$ cat src/rtl/issue_dispatch_unit.sv
// Buffered issue stage: IF instruction queue, decode, ROB allocation, rename and RS/LSB dispatch.
// Optional feature macro ISSUE_CDB_BYPASS_EN captures a same-cycle CDB result into the operand payload.
module issue_dispatch_unit #(
  parameter int IQ_LOG  = 3,
  parameter int ROB_LOG = 4,
  parameter int OP_LOG  = 6
) (
  input  logic               clk,
  input  logic               rst,
  input  logic               rdy,
  input  logic               flush,
  input  logic               inst_valid,
  input  logic [31:0]        inst_from_if,
  input  logic [31:0]        pc_from_if,
  output logic               iq_full,
  output logic [4:0]         rs1_to_reg,
  output logic [4:0]         rs2_to_reg,
  input  logic [31:0]        Vj_from_reg,
  input  logic               Rj_from_reg,
  input  logic [ROB_LOG-1:0] Qj_from_reg,
  input  logic [31:0]        Vk_from_reg,
  input  logic               Rk_from_reg,
  input  logic [ROB_LOG-1:0] Qk_from_reg,
  input  logic               rob_full,
  input  logic [ROB_LOG-1:0] rob_next,
  input  logic               rs_full,
  input  logic               lsb_full,
  input  logic               cdb_valid,
  input  logic [ROB_LOG-1:0] cdb_rob_id,
  input  logic [31:0]        cdb_value,
  output logic               rob_send_enable,
  output logic [OP_LOG-1:0]  rob_send_op,
  output logic [4:0]         rob_send_dest,
  output logic [31:0]        rob_send_pc,
  output logic               reg_send_enable,
  output logic [4:0]         reg_send_index,
  output logic [ROB_LOG-1:0] send_RobId,
  output logic               rs_send_enable,
  output logic               lsb_send_enable,
  output logic [OP_LOG-1:0]  send_op,
  output logic [31:0]        send_Vj,
  output logic               send_Rj,
  output logic [ROB_LOG-1:0] send_Qj,
  output logic [31:0]        send_Vk,
  output logic               send_Rk,
  output logic [ROB_LOG-1:0] send_Qk,
  output logic [31:0]        send_Imm,
  output logic [31:0]        send_CurPc
);
  localparam int IQ_DEPTH = 1 << IQ_LOG;

  // Loads and stores are numbered contiguously so memory ops are one range check.
  localparam logic [OP_LOG-1:0] OP_NOP = OP_LOG'(0),  OP_LUI = OP_LOG'(1),  OP_AUIPC = OP_LOG'(2),
    OP_JAL = OP_LOG'(3), OP_JALR = OP_LOG'(4), OP_BEQ = OP_LOG'(5), OP_BNE = OP_LOG'(6),
    OP_BLT = OP_LOG'(7), OP_BGE = OP_LOG'(8), OP_BLTU = OP_LOG'(9), OP_BGEU = OP_LOG'(10),
    OP_LB = OP_LOG'(11), OP_LH = OP_LOG'(12), OP_LW = OP_LOG'(13), OP_LBU = OP_LOG'(14),
    OP_LHU = OP_LOG'(15), OP_SB = OP_LOG'(16), OP_SH = OP_LOG'(17), OP_SW = OP_LOG'(18),
    OP_ADDI = OP_LOG'(19), OP_SLTI = OP_LOG'(20), OP_SLTIU = OP_LOG'(21), OP_XORI = OP_LOG'(22),
    OP_ORI = OP_LOG'(23), OP_ANDI = OP_LOG'(24), OP_SLLI = OP_LOG'(25), OP_SRLI = OP_LOG'(26),
    OP_SRAI = OP_LOG'(27), OP_ADD = OP_LOG'(28), OP_SUB = OP_LOG'(29), OP_SLL = OP_LOG'(30),
    OP_SLT = OP_LOG'(31), OP_SLTU = OP_LOG'(32), OP_XOR = OP_LOG'(33), OP_SRL = OP_LOG'(34),
    OP_SRA = OP_LOG'(35), OP_OR = OP_LOG'(36), OP_AND = OP_LOG'(37);

  logic [31:0]       inst_q [IQ_DEPTH];
  logic [31:0]       pc_q   [IQ_DEPTH];
  logic [IQ_LOG-1:0] head, tail;
  logic [IQ_LOG:0]   count;
  logic [31:0]       head_inst, head_pc, imm;
  logic [OP_LOG-1:0] op;
  logic              is_mem, is_store, is_branch, writes_rd, enq, dispatch, j_hit, k_hit;

  assign head_inst  = inst_q[head];
  assign head_pc    = pc_q[head];
  assign rs1_to_reg = head_inst[19:15];
  assign rs2_to_reg = head_inst[24:20];
  assign iq_full    = count[IQ_LOG];

  always_comb begin
    op  = OP_NOP;
    imm = '0;
    case (head_inst[6:0])
      7'b0110111: begin op = OP_LUI;   imm = {head_inst[31:12], 12'b0}; end
      7'b0010111: begin op = OP_AUIPC; imm = {head_inst[31:12], 12'b0}; end
      7'b1101111: begin
        op  = OP_JAL;
        imm = {{11{head_inst[31]}}, head_inst[31], head_inst[19:12], head_inst[20], head_inst[30:21], 1'b0};
      end
      7'b1100111: begin
        op  = (head_inst[14:12] == 3'd0) ? OP_JALR : OP_NOP;
        imm = {{20{head_inst[31]}}, head_inst[31:20]};
      end
      7'b1100011: begin
        imm = {{19{head_inst[31]}}, head_inst[31], head_inst[7], head_inst[30:25], head_inst[11:8], 1'b0};
        case (head_inst[14:12])
          3'd0: op = OP_BEQ;  3'd1: op = OP_BNE;  3'd4: op = OP_BLT;
          3'd5: op = OP_BGE;  3'd6: op = OP_BLTU; 3'd7: op = OP_BGEU;
          default: ;
        endcase
      end
      7'b0000011: begin
        imm = {{20{head_inst[31]}}, head_inst[31:20]};
        case (head_inst[14:12])
          3'd0: op = OP_LB; 3'd1: op = OP_LH; 3'd2: op = OP_LW; 3'd4: op = OP_LBU; 3'd5: op = OP_LHU;
          default: ;
        endcase
      end
      7'b0100011: begin
        imm = {{20{head_inst[31]}}, head_inst[31:25], head_inst[11:7]};
        case (head_inst[14:12])
          3'd0: op = OP_SB; 3'd1: op = OP_SH; 3'd2: op = OP_SW;
          default: ;
        endcase
      end
      7'b0010011: begin
        imm = {{20{head_inst[31]}}, head_inst[31:20]};
        case (head_inst[14:12])
          3'd0: op = OP_ADDI; 3'd1: op = OP_SLLI; 3'd2: op = OP_SLTI; 3'd3: op = OP_SLTIU;
          3'd4: op = OP_XORI; 3'd5: op = head_inst[30] ? OP_SRAI : OP_SRLI;
          3'd6: op = OP_ORI;  default: op = OP_ANDI;
        endcase
      end
      7'b0110011: begin
        case (head_inst[14:12])
          3'd0: op = head_inst[30] ? OP_SUB : OP_ADD; 3'd1: op = OP_SLL; 3'd2: op = OP_SLT;
          3'd3: op = OP_SLTU; 3'd4: op = OP_XOR; 3'd5: op = head_inst[30] ? OP_SRA : OP_SRL;
          3'd6: op = OP_OR;   default: op = OP_AND;
        endcase
      end
      default: ;
    endcase
  end

  assign is_mem    = (op >= OP_LB) && (op <= OP_SW);
  assign is_store  = (op >= OP_SB) && (op <= OP_SW);
  assign is_branch = (op >= OP_BEQ) && (op <= OP_BGEU);
  assign writes_rd = (head_inst[11:7] != 5'd0) && !is_store && !is_branch;
  assign enq       = inst_valid && !iq_full && rdy && !flush;
  assign dispatch  = rdy && !flush && (count != '0) && !rob_full && (is_mem ? !lsb_full : !rs_full);

`ifdef ISSUE_CDB_BYPASS_EN
  assign j_hit = !Rj_from_reg && cdb_valid && (cdb_rob_id == Qj_from_reg);
  assign k_hit = !Rk_from_reg && cdb_valid && (cdb_rob_id == Qk_from_reg);
`else
  logic unused_cdb;
  assign unused_cdb = ^{cdb_valid, cdb_rob_id, cdb_value};
  assign j_hit = 1'b0;
  assign k_hit = 1'b0;
`endif

  always_ff @(posedge clk) begin
    if (enq) begin
      inst_q[tail] <= inst_from_if;
      pc_q[tail]   <= pc_from_if;
    end
  end

  // Flush wins over any same-cycle enqueue or pop.
  always_ff @(posedge clk) begin
    if (rst || flush) begin
      head  <= '0;
      tail  <= '0;
      count <= '0;
    end else begin
      if (enq)      tail <= tail + 1'b1;
      if (dispatch) head <= head + 1'b1;
      case ({enq, dispatch})
        2'b10:   count <= count + 1'b1;
        2'b01:   count <= count - 1'b1;
        default: ;
      endcase
    end
  end

  always_ff @(posedge clk) begin
    if (rst) begin
      rob_send_enable <= 1'b0;
      reg_send_enable <= 1'b0;
      rs_send_enable  <= 1'b0;
      lsb_send_enable <= 1'b0;
      rob_send_op     <= '0;
      rob_send_dest   <= '0;
      rob_send_pc     <= '0;
      reg_send_index  <= '0;
      send_RobId      <= '0;
      send_op         <= '0;
      send_Vj         <= '0;
      send_Rj         <= 1'b0;
      send_Qj         <= '0;
      send_Vk         <= '0;
      send_Rk         <= 1'b0;
      send_Qk         <= '0;
      send_Imm        <= '0;
      send_CurPc      <= '0;
    end else begin
      rob_send_enable <= dispatch;
      reg_send_enable <= dispatch && writes_rd;
      rs_send_enable  <= dispatch && !is_mem;
      lsb_send_enable <= dispatch && is_mem;
      if (dispatch) begin
        rob_send_op    <= op;
        rob_send_dest  <= head_inst[11:7];
        rob_send_pc    <= head_pc;
        reg_send_index <= head_inst[11:7];
        send_RobId     <= rob_next;
        send_op        <= op;
        send_Vj        <= j_hit ? cdb_value : Vj_from_reg;
        send_Rj        <= Rj_from_reg || j_hit;
        send_Qj        <= Qj_from_reg;
        send_Vk        <= k_hit ? cdb_value : Vk_from_reg;
        send_Rk        <= Rk_from_reg || k_hit;
        send_Qk        <= Qk_from_reg;
        send_Imm       <= imm;
        send_CurPc     <= head_pc;
      end
    end
  end
endmodule
$ cat config.mk
export PLATFORM = sky130hd
export DESIGN_NAME = issue_dispatch_unit
export DESIGN_NICKNAME = d
export VERILOG_FILES = /design/src/rtl/issue_dispatch_unit.sv
export SDC_FILE = /design/constraint.sdc
export NUM_CORES = 1
export LEC_CHECK = 0
export CAP_MARGIN = 0
export CORE_ASPECT_RATIO = 1.5
export CORE_MARGIN = 5
export CORE_UTILIZATION = 38
export CTS_BUF_LIST = sky130_fd_sc_hd__clkbuf_4 sky130_fd_sc_hd__clkbuf_8 sky130_fd_sc_hd__clkbuf_16
export DETAILED_ROUTE_END_ITERATION = 10
export HOLD_SLACK_MARGIN = 0.12
export PLACE_DENSITY_LB_ADDON = 0.08
export REMOVE_ABC_BUFFERS = 1
export SLEW_MARGIN = 30
export SYNTH_ARGS = -nofsm -noshare
export SYNTH_HDL_FRONTEND = slang
export SYNTH_SLANG_ARGS = --single-unit
$ cat constraint.sdc
create_clock -name clk -period 9 [get_ports clk]
set_clock_uncertainty 0.1 [all_clocks]
set_input_delay 1.8 -clock clk [delete_from_list [all_inputs] [get_ports clk]]
set_output_delay 1.8 -clock clk [all_outputs]
set_load 0.03 [all_outputs]
==> results of run 1 <==
## report_power, final
part           leakage [nW]  internal, mW  total (mW)  switching (mW)
logic                  3.08        0.0818       0.171          0.0889
clock network          1.17          1.72        2.89            1.17
registers              5.99          3.39        3.39         0.00382
total                  10.2          5.19        6.45            1.26
## cell type report
cell class / instances / area [sq um]
clock buffer: 95 / 2020
clock inverter: 29 / 268
inverter: 11 / 46.3
sequential: 682 / 18800
timing repair buffer: 393 / 3950
tap: 900 / 1130
fill: 6069 / 36000
antenna: 3 / 7.51
multi-input combinational: 856 / 6900
## worst min-delay path by stage
stage	cells after the start	slack (ns)	startpoint	end
2_1_floorplan	2	0.39	tail[2]$_SDFFE_PP0P_	tail[2]$_SDFFE_PP0P_
3_3_place_gp	2	0.34	send_Imm[10]$_SDFFE_PP0P_	send_Imm[10]$_SDFFE_PP0P_
3_5_place_dp	2	0.34	send_Imm[7]$_SDFFE_PP0P_	send_Imm[7]$_SDFFE_PP0P_
4_1_cts	2	0.35	send_Imm[7]$_SDFFE_PP0P_	send_Imm[7]$_SDFFE_PP0P_
5_1_grt	2	0.37	send_Qj[2]$_SDFFE_PP0P_	send_Qj[2]$_SDFFE_PP0P_
6_report	2	0.35	send_Imm[7]$_SDFFE_PP0P_	send_Imm[7]$_SDFFE_PP0P_
## worst max-delay path: cells and delay by family (launching register included)
kind	cells	cell delay [ns]
buffers and inverters	3	1.73
flip-flops	1	0.69
AND/OR/NAND/NOR	5	1.51
AO/OA/AOI/OAI	4	0.88
multiplexers	3	1.28
## cell families (layout without fill, tap and decap cells)
| logic type | after synthesis | in the layout | share of synthesized area, % |
|---|---|---|---|
| XOR/XNOR | 6 | 6 | 0.198 |
| multiplexers | 196 | 196 | 13.1 |
| flip-flops | 682 | 682 | 70.8 |
| other | 0 | 3 | 0 |
| adder cells (fa/ha/maj) | 4 | 4 | 0.189 |
| AND/OR/NAND/NOR | 431 | 431 | 7.10 |
| AO/OA/AOI/OAI | 219 | 219 | 5.22 |
| buffers and inverters | 170 | 528 | 3.44 |
## flip-flops by register name (all words and copies together), names as in the netlist, 4 cells and up, named ones only
name	count
send_Qk	4
send_CurPc	32
send_Vj	32
send_op	6
send_RobId	4
count	4
send_Qj	4
pc_q	256
send_Imm	32
send_Vk	32
inst_q	256
reg_send_index	5
## cell usage in the layout (no fill, tap or decap), drive strengths merged, types with 5 or more instances in the layout
master         instances
a211oi                40
a21oi                104
a22oi                  6
a311oi                 7
and2                   5
buf                   34
bufinv                 5
clkbuf                95
clkdlybuf4s50        359
clkinv                24
dfxtp                170
edfxtp               512
inv                   11
mux2                  12
mux2i                 65
mux4                 119
nand2                200
nand2b                 7
nand3                 13
nand3b                 5
nor2                 125
nor2b                  5
nor3                  37
nor4                   5
o211ai                 5
o21ai                 26
o22ai                  7
or3                   10
## routing by layer
metal	vias up	wire length, microns
met5	-	69
met4	10	1650
met3	107	4370
met2	464	34800
met1	7737	26300
li1	7069	-
## per-stage QoR
step           util [%]  worst slack [ns]  std cells
6_report           47.9              2.61       2969
5_1_grt            47.9              2.11       2966
4_1_cts            47.9              2.44       2966
3_5_place_dp       44.6              2.47       2842
3_3_place_gp       44.5              2.53       2839
2_1_floorplan         -             -3.47       1549
==> flow_metrics.env, run 1 <==
export IMPL_outcome="complete, no violations"
export IMPL_grt_max_degree=81
export IMPL_synth_largest_area_cell="edfxtp_1"
export IMPL_num_rows=118
export IMPL_crit_path_start_kind="flop"
export IMPL_cts_root_buffer="clkbuf_16"
export IMPL_cpMostUsedCell="buf_4"
export IMPL_insertion_delay_ns=0.60
export IMPL_grt_usage_pct=17.5
export IMPL_worst_path_max_delay_cell="buf_4"
export IMPL_r2r_end="send_Imm[0]$_SDFFE_PP0P_"
export IMPL_ir_drop_v=0.000200
export IMPL_synth_seq_area_share_pct=70.8
export IMPL_use_met1_pct=20.9
export IMPL_cts_max_path_buffers=3
export IMPL_dpl_hpwl_microns=41200
export IMPL_ys_types=65
export IMPL_max_freq_mhz=156
export IMPL_gp_congestion=0.809
export IMPL_drtIter0Drc=828
export IMPL_slew_headroom_pct=36.9
export IMPL_antenna_found_initial=8
export IMPL_cts_htree_levels=3
export IMPL_ys_ff_latch=682
export IMPL_wl_per_cell_microns=22.7
export IMPL_rsz0062_at_grt="false"
export IMPL_nNetsFinal=2204
export IMPL_busiest_layer="met2"
export IMPL_worst_r2r_cell_count=15
export IMPL_slew_violations=0
export IMPL_critPathKind="flop to flop"
export IMPL_area_delta_synth_final_pct=24.8
export IMPL_cpPeakStageDelay_ns=0.72
export IMPL_cts_hold_buffers_added=0
export IMPL_grt_pass1_wl_microns=100000
export IMPL_port_buffers=360
export IMPL_path_clk_slew_ns=0.06
export IMPL_endpoint_kind="flop"
export IMPL_coreArea_sq_um=69100
export IMPL_synthTopCellsByArea="edfxtp_1, dfxtp_1, mux4_2"
export IMPL_grt_pass1_vias=16100
export IMPL_final_cell_area_sq_um=33100
export IMPL_drive_gt1_share_pct=15.0
export IMPL_die_h_microns=334
export IMPL_hold_viol=0
export IMPL_synth_edff_count=512
export IMPL_synth_avg_cell_area_sq_um=15.5
export IMPL_cts_sinks=682
export IMPL_die_w_microns=226
export IMPL_critPathRequiredTime_ns=9.42
export IMPL_worstSetupEndpoint="send_Imm[0]$_SDFFE_PP0P_"
export IMPL_yosys_warnings=0
export IMPL_period_minus_slack_ns=6.39
export IMPL_drt_pass1_iter_count=5
export IMPL_total_power_mw=6.45
export IMPL_placed_area_sq_um=30800
export IMPL_netlist_instances=1708
export IMPL_cts_setup_buffers=0
export IMPL_cts_tree="done"
export IMPL_cts_resized=0
export IMPL_ant_nets=0
export IMPL_io_pins=398
export IMPL_synth_area_sq_um=26500
export IMPL_die_area_sq_um=75300
export IMPL_tightestPinTransition_ns=0.947
export IMPL_ys_flop_type="edfxtp_1"
export IMPL_hold_slack_ns=0.350
export IMPL_crit_fanout=80
export IMPL_arrival_ns=6.81
export IMPL_leakage_nw=10.2
export IMPL_powerDensity_nw_per_um2=195
export IMPL_setup_viol=0
export IMPL_async_reset_ff_share_pct=0
export IMPL_initial_core_util_pct=38.4
export IMPL_period_share_pct=71.0
export IMPL_cts_buffers_inserted=69
export IMPL_reg2reg_slack_ns=2.61
export IMPL_groute_layer_met3_usage_pct=3.75
export IMPL_hold_path_class="flop to flop"
export IMPL_drt_wl_total_microns=67300
export IMPL_yosysMostFrequentCell="edfxtp_1"
export IMPL_max_cap_violations=0
export IMPL_ys_top_cells_by_count="edfxtp_1, nand2_1, dfxtp_1"
export IMPL_grt_use_met2_pct=31.4
export IMPL_drc=0
export IMPL_avgViaCountPerCell=5.18
export IMPL_cp_cell_sequence="buf_4 > mux4_2 > mux2_2 > nor2_1 > nand3_1 > and4b_1 > a21oi_1 > o211ai_1 > nand3_1 > a31oi_4 > mux2i_4 > buf_4 > buf_4 > a211oi_1 > nor3_1"
export IMPL_grt_ovfl_total=0
export IMPL_setup_tns_ns=0
export IMPL_netlist_area_leader_share_pct=57.9
export IMPL_vias=15400
(Power assumes the default switching activity.)
==> run 2: changes to the inputs <==
==> constraint.sdc (replaced) <==
create_clock -name clk -period 5.2 [get_ports clk]
set_clock_uncertainty 0.1 [all_clocks]
set_input_delay 1.04 -clock clk [delete_from_list [all_inputs] [get_ports clk]]
set_output_delay 1.04 -clock clk [all_outputs]
set_load 0.03 [all_outputs]
==> run 2 against run 1 <==
Effect of this change:
- worst setup slack lost 2.3 ns
- worst hold slack barely moved
- sequential power rose by 73%
- fmax is 30% higher
==> flow_metrics.env, run 2 (synthesized netlist as in run 1, its figures left out) <==
export IMPL_drt_pass1_iter_count=5
export IMPL_largestRegisters="inst_q (256), pc_q (256)"
export IMPL_dp_cells=2861
export IMPL_cts_tree="done"
export IMPL_max_cap_violations=0
export IMPL_hold_path_class="flop to flop"
export IMPL_crit_path_start_kind="flop"
export IMPL_p_comb_share_pct=2.7
export IMPL_wl_per_cell_microns=22.6
export IMPL_dpl_worst_slack_ns=0.208
export IMPL_worst_r2r_cell_count=17
export IMPL_cts_sinks=682
export IMPL_worst_slack_ns=0.276
export IMPL_die_h_microns=334
export IMPL_ir_drop_v=0.000274
export IMPL_hold_viol=0
export IMPL_num_rows=118
export IMPL_grt_ovfl_total=0
export IMPL_max_freq_mhz=203
export IMPL_slew_headroom_pct=25.2
export IMPL_slew_violations=0
export IMPL_min_delay_start="send_Vk[18]$_SDFFE_PP0P_"
export IMPL_internal_power_mw=8.91
export IMPL_sequentialPowerShare_pct=52.8
export IMPL_period_share_pct=94.7
export IMPL_cts_max_path_buffers=3
export IMPL_finalCoreUtilization_pct=48.2
export IMPL_drive_gt1_share_pct=16.0
export IMPL_reg2reg_slack_ns=0.28
export IMPL_final_cells=2994
export IMPL_cts_htree_levels=3
export IMPL_insertion_delay_ns=0.61
export IMPL_grt_usage_pct=17.6
export IMPL_vias=15500
export IMPL_drtIter0Drc=733
export IMPL_endpoint_kind="flop"
export IMPL_io_pins=398
export IMPL_r2r_end="count[2]$_SDFFE_PP0P_"
export IMPL_switchingPower_mw=2.21
export IMPL_cts_buffers_inserted=68
export IMPL_crit_fanout=16
export IMPL_gp_congestion=0.816
export IMPL_arrival_ns=5.37
export IMPL_dpl_hpwl_microns=42300
export IMPL_drt_wl_total_microns=67800
export IMPL_final_common_cell="edfxtp_1"
export IMPL_worst_path_max_delay_cell="mux4_2"
export IMPL_avgViaCountPerCell=5.18
export IMPL_antenna_found_initial=5
export IMPL_final_cell_mix="edfxtp_1, clkdlybuf4s50_1, nand2_1"
export IMPL_outcome="complete, no violations"
export IMPL_area_delta_synth_final_pct=25.4
export IMPL_critical_path_top_delay_family="simple AND/OR/NAND/NOR gates"
export IMPL_die_area_sq_um=75300
export IMPL_critPathRequiredTime_ns=5.65
export IMPL_critPathKind="flop to flop"
export IMPL_clockPowerShare_pct=44.6
export IMPL_drc=0
export IMPL_period_minus_slack_ns=4.92
export IMPL_grt_pass1_wl_microns=101000
export IMPL_cts_root_buffer="clkbuf_16"
export IMPL_min_path_cells=2
export IMPL_coreArea_sq_um=69100
export IMPL_tightestPinTransition_ns=1.12
export IMPL_p_sw_share_pct=19.9
export IMPL_grt_pass1_vias=16200
export IMPL_initial_core_util_pct=38.4
export IMPL_die_w_microns=226
export IMPL_worstPathBufferInverterCount=1
export IMPL_worstHoldEndpoint="send_Vk[18]$_SDFFE_PP0P_"
export IMPL_nNetsFinal=2227
export IMPL_ant_nets=0
export IMPL_leakage_nw=10.3
export IMPL_grt_max_degree=193
export IMPL_cp_cell_sequence="mux4_2 > mux2_2 > nor3_4 > nand2_2 > nor3_4 > a22oi_2 > a221oi_4 > nand3_1 > a31oi_4 > mux2i_4 > inv_6 > ha_1 > xor2_1 > ha_1 > nor4b_1 > o22ai_1 > nand3_1"
export IMPL_fillers=6039
export IMPL_setup_viol=0
export IMPL_port_buffers=360
export IMPL_path_clk_slew_ns=0.06
export IMPL_cpPeakStageDelay_ns=0.54
export IMPL_powerDensity_nw_per_um2=334
-- run 2: cell types whose count changed in the layout (fill, tap and decap cells not counted), moves of 2 or more --
| cell | before | now |
|---|---|---|
| clkinv_1 | 5 | 8 |
| clkbuf_8 | 2 | 6 |
| clkbuf_16 | 74 | 70 |
| buf_12 | 3 | 7 |
| clkbuf_4 | 19 | 16 |
| buf_4 | 26 | 50 |
| clkinvlp_2 | 0 | 2 |
| inv_6 | 1 | 5 |
| buf_16 | 3 | 0 |
| clkinv_2 | 18 | 13 |
-- run 2: repair_timing --
action,in CTS,in global routing
setup buffers,0,5
endpoints found under the setup margin,0,1
hold buffers,0,0
gates resized for setup,0,2
-- run 2: layer usage --
| layer | up-vias | global-route usage [%] | share of wire (%) |
|---|---|---|---|
| li1 | 7113 | - | - |
| met1 | 7844 | 21.0 | 39 |
| met2 | 470 | 31.6 | 52 |
| met3 | 87 | 4.36 | 6.6 |
| met4 | 4 | 4.75 | 2.0 |
| met5 | - | 0 | 0.040 |
-- run 2: power groups by stage --
stage	Combinational, mW	Sequential [mW]	Clock [mW]
5_1_grt	0.324	5.86	5.34
3_5_place_dp	0.302	5.99	0
2_1_floorplan	0.0636	6.00	0
4_1_cts	0.304	5.87	5.13
3_3_place_gp	0.296	5.98	0
6_report	0.299	5.87	4.96
-- run 2: worst max-delay path by stage --
| stage | to | slack (ns) | depth (start not counted) |
|---|---|---|---|
| final | count[2]$_SDFFE_PP0P_ | 0.28 | 17 |
| after global routing | count[2]$_SDFFE_PP0P_ | -0.008 | 17 |
| after CTS | count[2]$_SDFFE_PP0P_ | 0.19 | 17 |
| after detailed placement | count[2]$_SDFFE_PP0P_ | 0.21 | 17 |
| after global placement | count[2]$_SDFFE_PP0P_ | 0.21 | 17 |
| after floorplan | count[2]$_SDFFE_PP0P_ | -7.27 | 17 |
-- run 2: worst register-to-register path, delay by kind of cell (launching register included) --
family,cells,cell delay [ns]
DFF,1,0.49
adders and majority gates,2,0.52
and+or+nand+nor,6,1.35
buffers and inverters,1,0.05
muxes,3,1.23
AOI/OAI and AO/OA,4,0.96
xor gates and xnor gates,1,0.18
-- run 2: final cells by class --
type	count	area (sq um)	share of cell area [%]
Multi-Input combinational cell	856	6910	20.8
Timing Repair Buffer	417	4120	12.4
Sequential cell	682	18800	56.5
Clock inverter	34	314	0.944
Inverter	11	46.3	0.139
Tap cell	900	1130	3.38
Antenna cell	2	5.00	0.0150
Clock buffer	92	1950	5.87
-- run 2: per-stage QoR --
step | instance area [sq um] | TNS, ns | total power, mW | hold slack, ns
after floorplan | 25700 | -1295.50 | 6.06 | 0.392
after global placement | 31000 | 0 | 6.28 | 0.340
after detailed placement | 31000 | 0 | 6.29 | 0.346
after CTS | 33200 | 0 | 11.3 | 0.354
after global routing | 33300 | -0.00762 | 11.5 | 0.365
final | 33300 | 0 | 11.1 | 0.350
